<file path="src/rtl/instr_encoder.sv">
`default_nettype none
// ============================================================================
//  Module   : instr_encoder
//  Purpose  : Packs field-level ops into RV32I words and streams them into
//             instruction RAM at consecutive word addresses (1-entry buffer).
//  Options  : define ENC_RANGE_CHECK_EN to reject immediates that do not fit.
//  Revision : 1.0 - initial release
// ============================================================================
module instr_encoder #(
    parameter int ADDR_W    = 10,
    parameter int BASE_ADDR = 0
) (
    input  logic              clk,
    input  logic              rst,
    input  logic              start,
    input  logic              in_valid,
    output logic              in_ready,
    input  logic [4:0]        opcode,
    input  logic [3:0]        ctrl,
    input  logic [4:0]        rd,
    input  logic [4:0]        rs1,
    input  logic [4:0]        rs2,
    input  logic [31:0]       imm,
    output logic              mem_we,
    output logic [ADDR_W-1:0] mem_addr,
    output logic [31:0]       mem_wdata,
    input  logic              mem_ready,
    output logic [ADDR_W:0]   count,
    output logic              full,
    output logic              err
);

    localparam logic [ADDR_W-1:0] c_base = ADDR_W'(BASE_ADDR);
    localparam logic [ADDR_W-1:0] c_last = '1;

    localparam logic [0:0] c_st_run  = 1'b0;
    localparam logic [0:0] c_st_full = 1'b1;

    localparam logic [4:0] c_op_lui    = 5'b01101;
    localparam logic [4:0] c_op_auipc  = 5'b00101;
    localparam logic [4:0] c_op_jal    = 5'b11011;
    localparam logic [4:0] c_op_jalr   = 5'b11001;
    localparam logic [4:0] c_op_branch = 5'b11000;
    localparam logic [4:0] c_op_load   = 5'b00000;
    localparam logic [4:0] c_op_store  = 5'b01000;
    localparam logic [4:0] c_op_opimm  = 5'b00100;
    localparam logic [4:0] c_op_op     = 5'b01100;

    logic [0:0]        r_state;
    logic              r_we;
    logic [ADDR_W-1:0] r_addr;
    logic [31:0]       r_wdata;
    logic [ADDR_W:0]   r_count;
    logic              r_err;

    logic [31:0] w_word;
    logic        w_known;
    logic        w_range_ok;
    logic        w_legal;
    logic [2:0]  w_f3;
    logic [6:0]  w_op7;
    logic        w_shift;
    logic        w_full;
    logic        w_ready;
    logic        w_accept;
    logic        w_complete;
    logic        w_going_full;

`ifdef ENC_RANGE_CHECK_EN
    logic w_fit12;
    logic w_fit13;
    logic w_fit21;

    // An immediate fits N signed bits when every bit above N-2 equals the sign.
    assign w_fit12 = (&imm[31:11]) | ~(|imm[31:11]);
    assign w_fit13 = (&imm[31:12]) | ~(|imm[31:12]);
    assign w_fit21 = (&imm[31:20]) | ~(|imm[31:20]);
`endif

    assign w_f3    = ctrl[2:0];
    assign w_op7   = {opcode, 2'b11};
    assign w_shift = (w_f3 == 3'b001) || (w_f3 == 3'b101);

    always_comb begin
        w_word     = '0;
        w_known    = 1'b1;
        w_range_ok = 1'b1;
        case (opcode)
            c_op_lui, c_op_auipc: begin
                w_word = {imm[31:12], rd, w_op7};
`ifdef ENC_RANGE_CHECK_EN
                w_range_ok = ~(|imm[11:0]);
`endif
            end
            c_op_jal: begin
                w_word = {imm[20], imm[10:1], imm[11], imm[19:12], rd, w_op7};
`ifdef ENC_RANGE_CHECK_EN
                w_range_ok = w_fit21 & ~imm[0];
`endif
            end
            c_op_jalr: begin
                w_word = {imm[11:0], rs1, 3'b000, rd, w_op7};
`ifdef ENC_RANGE_CHECK_EN
                w_range_ok = w_fit12;
`endif
            end
            c_op_branch: begin
                w_word = {imm[12], imm[10:5], rs2, rs1, w_f3, imm[4:1], imm[11], w_op7};
`ifdef ENC_RANGE_CHECK_EN
                w_range_ok = w_fit13 & ~imm[0];
`endif
            end
            c_op_load: begin
                w_word = {imm[11:0], rs1, w_f3, rd, w_op7};
`ifdef ENC_RANGE_CHECK_EN
                w_range_ok = w_fit12;
`endif
            end
            c_op_store: begin
                w_word = {imm[11:5], rs2, rs1, w_f3, imm[4:0], w_op7};
`ifdef ENC_RANGE_CHECK_EN
                w_range_ok = w_fit12;
`endif
            end
            c_op_opimm: begin
                // Shifts carry the arithmetic/logical select in funct7[5].
                if (w_shift) begin
                    w_word = {1'b0, ctrl[3], 5'b0, imm[4:0], rs1, w_f3, rd, w_op7};
                end else begin
                    w_word = {imm[11:0], rs1, w_f3, rd, w_op7};
                end
`ifdef ENC_RANGE_CHECK_EN
                w_range_ok = w_fit12 & (~w_shift | ~(|imm[11:5]));
`endif
            end
            c_op_op: begin
                w_word = {1'b0, ctrl[3], 5'b0, rs2, rs1, w_f3, rd, w_op7};
            end
            default: begin
                w_known = 1'b0;
            end
        endcase
    end

    assign w_legal      = w_known & w_range_ok;
    assign w_full       = (r_state == c_st_full);
    assign w_ready      = ~w_full & (~r_we | mem_ready);
    assign w_accept     = in_valid & w_ready & ~start;
    assign w_complete   = r_we & mem_ready;
    assign w_going_full = w_complete & (r_addr == c_last);

    always_ff @(posedge clk) begin
        if (rst) begin
            r_state <= c_st_run;
            r_we    <= 1'b0;
            r_addr  <= c_base;
            r_wdata <= '0;
            r_count <= '0;
            r_err   <= 1'b0;
        end else if (start) begin
            r_state <= c_st_run;
            r_we    <= 1'b0;
            r_addr  <= c_base;
            r_count <= '0;
            r_err   <= 1'b0;
        end else begin
            if (w_complete) begin
                r_we    <= 1'b0;
                r_addr  <= r_addr + 1'b1;
                r_count <= r_count + 1'b1;
                if (w_going_full) begin
                    r_state <= c_st_full;
                end
            end
            // A bundle accepted on the edge that exhausts the space is discarded.
            if (w_accept) begin
                if (!w_legal) begin
                    r_err <= 1'b1;
                end else if (!w_going_full) begin
                    r_we    <= 1'b1;
                    r_wdata <= w_word;
                end
            end
        end
    end

    assign in_ready  = w_ready;
    assign mem_we    = r_we;
    assign mem_addr  = r_addr;
    assign mem_wdata = r_wdata;
    assign count     = r_count;
    assign full      = w_full;
    assign err       = r_err;

endmodule
`default_nettype wire

</file>
<file path="config.mk">
export PLATFORM = sky130hd
export DESIGN_NAME = instr_encoder
export DESIGN_NICKNAME = d
export VERILOG_FILES = /design/src/rtl/instr_encoder.sv
export SDC_FILE = /design/constraint.sdc
export NUM_CORES = 1
export LEC_CHECK = 0
export ABC_AREA = 0
export CAP_MARGIN = 20
export CORE_ASPECT_RATIO = 0.8
export CORE_UTILIZATION = 38
export DETAILED_ROUTE_END_ITERATION = 7
export MAX_ROUTING_LAYER = met4
export PLACE_DENSITY = 0.77
export SKIP_LAST_GASP = 1
export SYNTH_ARGS = -nofsm -noshare
export SYNTH_HDL_FRONTEND = slang
export SYNTH_SLANG_ARGS = --single-unit
</file>
<file path="constraint.sdc">
create_clock -name clk -period 1.84 [get_ports clk]
set_input_delay 0.368 -clock clk [delete_from_list [all_inputs] [get_ports clk]]
set_output_delay 0.368 -clock clk [all_outputs]
set_load 0.05 [all_outputs]
</file>
; ---- After elaboration in Yosys (flattened, before gate mapping)
; Index checks and enable logic that the tools add are counted.
[op_classes]
bitwise_logic = 11
add_sub_neg = 2
n_mux = 7
eq_ne = 11
reduce_logical = 8
[ops]
columns = op, count
row1 = 32-bit one-hot mux with 8 select lines, 1
row2 = 32-bit 2-to-1 mux, 1
row3 = 5-bit by 4-bit equality test with 1-bit output (second input constant), 3
row4 = 5-bit equality test (second input constant), 3
row5 = 11-bit by 1-bit adder with 11-bit output (second input constant), 1
row6 = 10-bit by 1-bit adder with 10-bit output (second input constant), 1
row7 = 10-bit equality test (second input constant), 1
row8 = 5-bit by 3-bit equality test with 1-bit output (second input constant), 2
row9 = 9-bit OR reduction, 1
row10 = 1-bit bitwise AND, 5
row11 = 5-bit logical NOT, 1
row12 = 1-bit 2-to-1 mux, 5
row13 = 1-bit inverter, 5
row14 = 2-bit AND reduction, 2
row15 = 4-bit AND reduction, 1
row16 = 2-bit OR reduction, 2
row17 = 3-bit by 1-bit equality test with 1-bit output (second input constant), 1
row18 = 3-bit equality test (second input constant), 1
row19 = 1-bit logical OR, 1
row20 = 1-bit bitwise OR, 1
[word_totals]
in_bits = 61
out_inout_bits = 57
regBits = 56
word_cells = 45

; ---- Depth between registers and ports, before layout
[logic_depth]
ltp_word = 6
depth_mapped = 8
ltp_nobuf = 6

; ---- Worst setup path before layout
; OpenSTA, ideal clock, no wires.
[synth_path]
path_type = register to register
startpoint = register r_addr[0], in the netlist mem_addr[0]
endpoint = register r_wdata[12], in the netlist mem_wdata[12]
setup_time_ps = 86
path_stages_with_launch = 8
n_path_buf = 2
required_ps = 1754
slack_ps = -372
synth_period_minus_slack_ps = 2212
arrival_ps = 2126
path_cell_list = dfxtp_1 > ha_1 > nand4_1 > nor4_1 > a211oi_2 > buf_4 > buf_2 > a211oi_1
[synth_between]
elab_chain_len = 4
[synth_rtl]
columns = element, line_no
row1 = start: declaration, 51  ; logic [ADDR_W-1:0] r_addr;
row2 = start signal: assignment, 156  ; r_addr <= c_base;
row3 = start signal: assignment, 163  ; r_addr <= c_base;
row4 = start signal: assignment, 169  ; r_addr <= r_addr + 1'b1;
row5 = 10-bit equality test, 150  ; assign w_going_full = w_complete & (r_addr == c_last);
row6 = 1-bit bitwise AND, 150
row7 = 1-bit inverter (no line), -
row8 = 4-bit AND reduction (no line), -
row9 = end signal: assignment, 181  ; r_wdata <= w_word;
row10 = end: declaration, 52  ; logic [31:0] r_wdata;
; Every way passes these cells.
; A chain may end at the register's enable or synchronous reset.

; ---- Final worst setup path
[layout_path]
startpoint = register r_we, in the netlist mem_we
endpoint = register r_wdata[4], in the netlist mem_wdata[4]
[layout_between]
elab_chain_len = 6
word_cells_on_any_way = 9
classes_between = 8 x bitwise / 1 x reduce/logical
[layout_rtl]
columns = element, line_no
row1 = start: declaration, 50  ; logic r_we;
row2 = start signal: assignment, 155  ; r_we <= 1'b0;
row3 = start signal: assignment, 162  ; r_we <= 1'b0;
row4 = start signal: assignment, 168  ; r_we <= 1'b0;
row5 = 1-bit inverter, 147  ; assign w_ready = ~w_full & (~r_we | mem_ready);
row6 = 1-bit bitwise OR, 147
row7 = 1-bit bitwise AND, 147
row8 = 1-bit bitwise AND (2 in series), 148  ; assign w_accept = in_valid & w_ready & ~start;
row9 = 4-bit AND reduction (no line) (*), -
; Every way passes the cells marked *; elsewhere a longest branch is shown, timed or not.

==> results.py <==
metrics = {
    "status": {
        "status": "complete, no violations",
    },
    "global_route": {
        "grt_antenna_before_repair": 0,
        "met2_usage_pct": 36.8,
        "gr-total-overflow": 0,
        "grt-busiest-layer": "met2",
        "grt.total_usage_pct": 23.4,
        "grtUsageMet3_pct": 4.39,
        "use_met1_pct": 30.6,
        "grt_max_degree": 32,
        "grt_pass1_wl_mm": 13.0,
        "grt_pass1_vias": 2844,
    },
    "hold_path": {
        "hold_depth": 2,
        "hold_path_class": "reg2reg",
        "min_to": "err$_SDFFE_PP0P_",
        "hold_path.startpoint": "err$_SDFFE_PP0P_",
    },
    "placed_design": {
        "place_congestion": 0.876,
        "hpwl_mm": 6.08,
        "io_buffer_count": 117,
    },
    "power": {
        "combinationalPowerShare_pct": 22.4,
        "ir_drop_mv": 0.379,
        "power_density_nw_per_um2": 558,
        "power_mw": 2.45,
        "internal_power_mw": 1.74,
        "switching_share_pct": 28.7,
        "clockPowerShare_pct": 27.5,
        "power_frac_seq_pct": 50.1,
        "p_sw_uw": 704,
        "p_leak_nw": 1.83,
    },
    "cells_and_area": {
        "utilization_pct": 67.1,
        "nNetsFinal": 533,
        "n_antenna_cell": 0,
        "layout-drive-gt1-share_pct": 31.7,
        "syn2layout_area_growth_pct": 67.4,
    },
    "critical_path": {
        "worstSetupPathType": "reg2reg",
        "cp_slowest_stage_delay_ns": 0.50,
        "required_ns": 2.04,
        "r2r_start": "mem_we$_SDFF_PP0_",
        "r2r_end": "mem_wdata[4]$_SDFFE_PP0P_",
        "r2r_slack_ns": 0.02,
        "path_cells": "nor2b_4, or4b_4, a211oi_4, buf_6, buf_6, mux2i_1, nor2_1",
        "cpLargestDelayFamily": "simple AND/OR/NAND/NOR gates",
        "worstSetupEndpointType": "flop",
        "critical_path_arrival_ns": 2.02,
        "path_max_fanout": 7,
        "critical_path_buf_inv_count": 2,
        "cp-start-kind": "flop",
        "r2r_cells": 7,
        "crit_cells": 7,
        "slowest_stage": "or4b_4",
        "path_common_cell": "buf_6",
    },
    "drt": {
        "avgRoutedWirePerCell_um": 14.9,
        "totalWireLength_mm": 8.25,
        "vias": 2952,
        "postRouteAntennaNets": 0,
        "drt-vias-per-instance": 5.33,
        "drt_iter0_drc": 75,
        "drc": 0,
        "dr.pass1.iters": 4,
    },
    "die": {
        "fp.dieW_um": 94.9,
        "initial_utilization_pct": 40.1,
        "coreArea_um2": 6540,
        "die_area_um2": 7240,
        "die_h_um": 76.3,
        "rows": 26,
        "io_pins": 118,
    },
    "yosys": {
        "synth_area_um2": 2620,
        "synth.mux.area_fraction_pct": 1.15,
        "synth.distinct_cells": 45,
        "synth_warnings": 0,
        "syn_inst": 310,
        "avgSynthCellArea_um2": 8.46,
        "synth_top_area_share_pct": 42.0,
        "async_reset_ff_share_pct": 0,
        "synth_compound_area_share_pct": 25.7,
        "synth_largest_area_cell": "dfxtp_1",
        "netlist_top_cells_count": "dfxtp_1 (55), nor2_1 (55), a211oi_1 (22)",
        "synth_edf_count": 0,
        "synth_nets": 373,
        "synth-simple-area-share_pct": 20.7,
        "ys_ff_latch": 55,
        "synthTopCellsByArea": "dfxtp_1 (42%), nor2_1 (7.9%), a211oi_1 (6.3%), a22oi_1 (4.9%), a21oi_1 (3.2%)",
        "yosys.area_share.adder_pct": 0.955,
        "seq_area_frac_synth_pct": 42.0,
        "synth_xor_area_share_pct": 4.68,
        "synth_top_family_by_area": "compound AO/OA/AOI/OAI gates",
        "synth_ff_type": "dfxtp_1",
    },
    "clock_network": {
        "path_clk_slew_ns": 0.10,
        "tritoncts": "done",
        "cts.sinks": 55,
        "cts_inserted_buffers": 5,
        "htree_num_levels": 2,
        "clockRootBuffer": "clkbuf_8",
        "holdBufCountCts": 0,
        "clockBufferDepth": 2,
        "insertion_delay_ns": 0.31,
    },
    "job": {
        "cap_viol_max_count": 0,
    },
    "sta": {
        "setup_viol_count_final": 0,
        "tightestPinTransition_ns": 0.520,
        "finalHoldViolations": 0,
        "relSlewSlack_pct": 65.3,
        "final.min_clock_period_ns": 1.82,
        "fmax_mhz": 550,
        "fin_crit_sh_pct": 98.8,
        "slew_viol_final": 0,
        "skew_ns": 0.0124,
        "rsz0062_at_grt": "yes",
    },
}
[layer usage]
| metal | wire, um | vias up |
|---|---|---|
| li1 | - | 1455 |
| met4 | 91 | 0 |
| met1 | 3790 | 1393 |
| met3 | 564 | 11 |
| met2 | 3810 | 93 |
| met5 | 0 | - |
[flip-flops by register name (all words and copies together), names as in the netlist]
name,count
err,1
mem_addr,10
mem_we,1
mem_wdata,31
count,11
full,1
[per-stage QoR]
| stage | cells | hold slack, ns | setup TNS [ns] | area, um2 | setup slack (ns) |
|---|---|---|---|---|---|
| after CTS | 554 | 0.478 | -0.283 | 4280 | -0.0323 |
| after detailed placement | 539 | 0.461 | -14.94 | 4090 | -0.500 |
| final | 554 | 0.479 | 0 | 4390 | 0.0226 |
| after global routing | 554 | 0.503 | -0.226 | 4390 | -0.0384 |
| after global placement | 539 | 0.438 | -13.52 | 4090 | -0.459 |
| after floorplan | 310 | 0.534 | 0 | 2650 | 0.00668 |
[power groups by stage]
stage          clock network [mW]  registers, mW  logic [mW]
4_1_cts                     0.688           1.23       0.533
6_report                    0.672           1.23       0.549
5_1_grt                     0.741           1.23       0.581
3_5_place_dp                    0           1.25       0.519
3_3_place_gp                    0           1.25       0.513
2_1_floorplan                   0           1.34       0.159
[worst reg2reg max path: stages (launching register included)]
cell and delay, ns:
dfxtp_2 0.34, nor2b_4 0.12, or4b_4 0.50, a211oi_4 0.22, buf_6 0.17, buf_6 0.13, mux2i_1 0.18, nor2_1 0.05
[layout by cell type (no fill, tap or decap), types with 5 or more instances in the layout]
| cell | count |
|---|---|
| buf_4 | 95 |
| clkdlybuf4s50_1 | 55 |
| nor2_1 | 54 |
| dfxtp_1 | 47 |
| a22oi_1 | 17 |
| a211oi_1 | 15 |
| nand2_1 | 14 |
| a21oi_1 | 14 |
| o21ai_0 | 9 |
| xor2_1 | 8 |
| inv_1 | 8 |
| buf_6 | 8 |
| nand4_1 | 7 |
| a211oi_2 | 7 |
| dlygate4sd2_1 | 7 |
| xnor2_1 | 6 |
| and3_1 | 6 |
| a32o_1 | 6 |
| dfxtp_2 | 6 |
| dlymetal6s2s_1 | 6 |
| a22o_1 | 5 |
| or3_1 | 5 |
| clkbuf_8 | 5 |
[layout make-up]
cell class	instances	area [um2]
timing repair buffer	174	1550
multi-input combinational	226	1510
inverter	8	30.0
tap	84	105
clock inverter	2	13.8
fill	548	2150
sequential	55	1120
clock buffer	5	68.8
[logic make-up after synthesis]
family | after synthesis
DFF | 55
buffers and inverters | 29
adders and majority gates | 2
AOI/OAI and AO/OA | 94
xor gates and xnor gates | 14
muxes | 3
and+or+nand+nor | 113
[how the worst max path moves through the flow]
stage                                             to               from  slack, ns
final                      mem_wdata[4]$_SDFFE_PP0P_  mem_we$_SDFF_PP0_       0.02
after global routing       mem_wdata[4]$_SDFFE_PP0P_  mem_we$_SDFF_PP0_      -0.04
after CTS                  mem_wdata[4]$_SDFFE_PP0P_  mem_we$_SDFF_PP0_      -0.03
after detailed placement  mem_wdata[30]$_SDFFE_PP0P_          mem_ready      -0.50
after global placement     mem_wdata[4]$_SDFFE_PP0P_          mem_ready      -0.46
after floorplan           mem_wdata[30]$_SDFFE_PP0P_  mem_we$_SDFF_PP0_      0.007
[timing repair]
item	CTS	global route
endpoints found under the setup margin	33	35
gates resized for setup	26	28
setup buffers	5	0
cloned	3	0
pin swaps	12	17
Power figures use the tool's default switching activity.
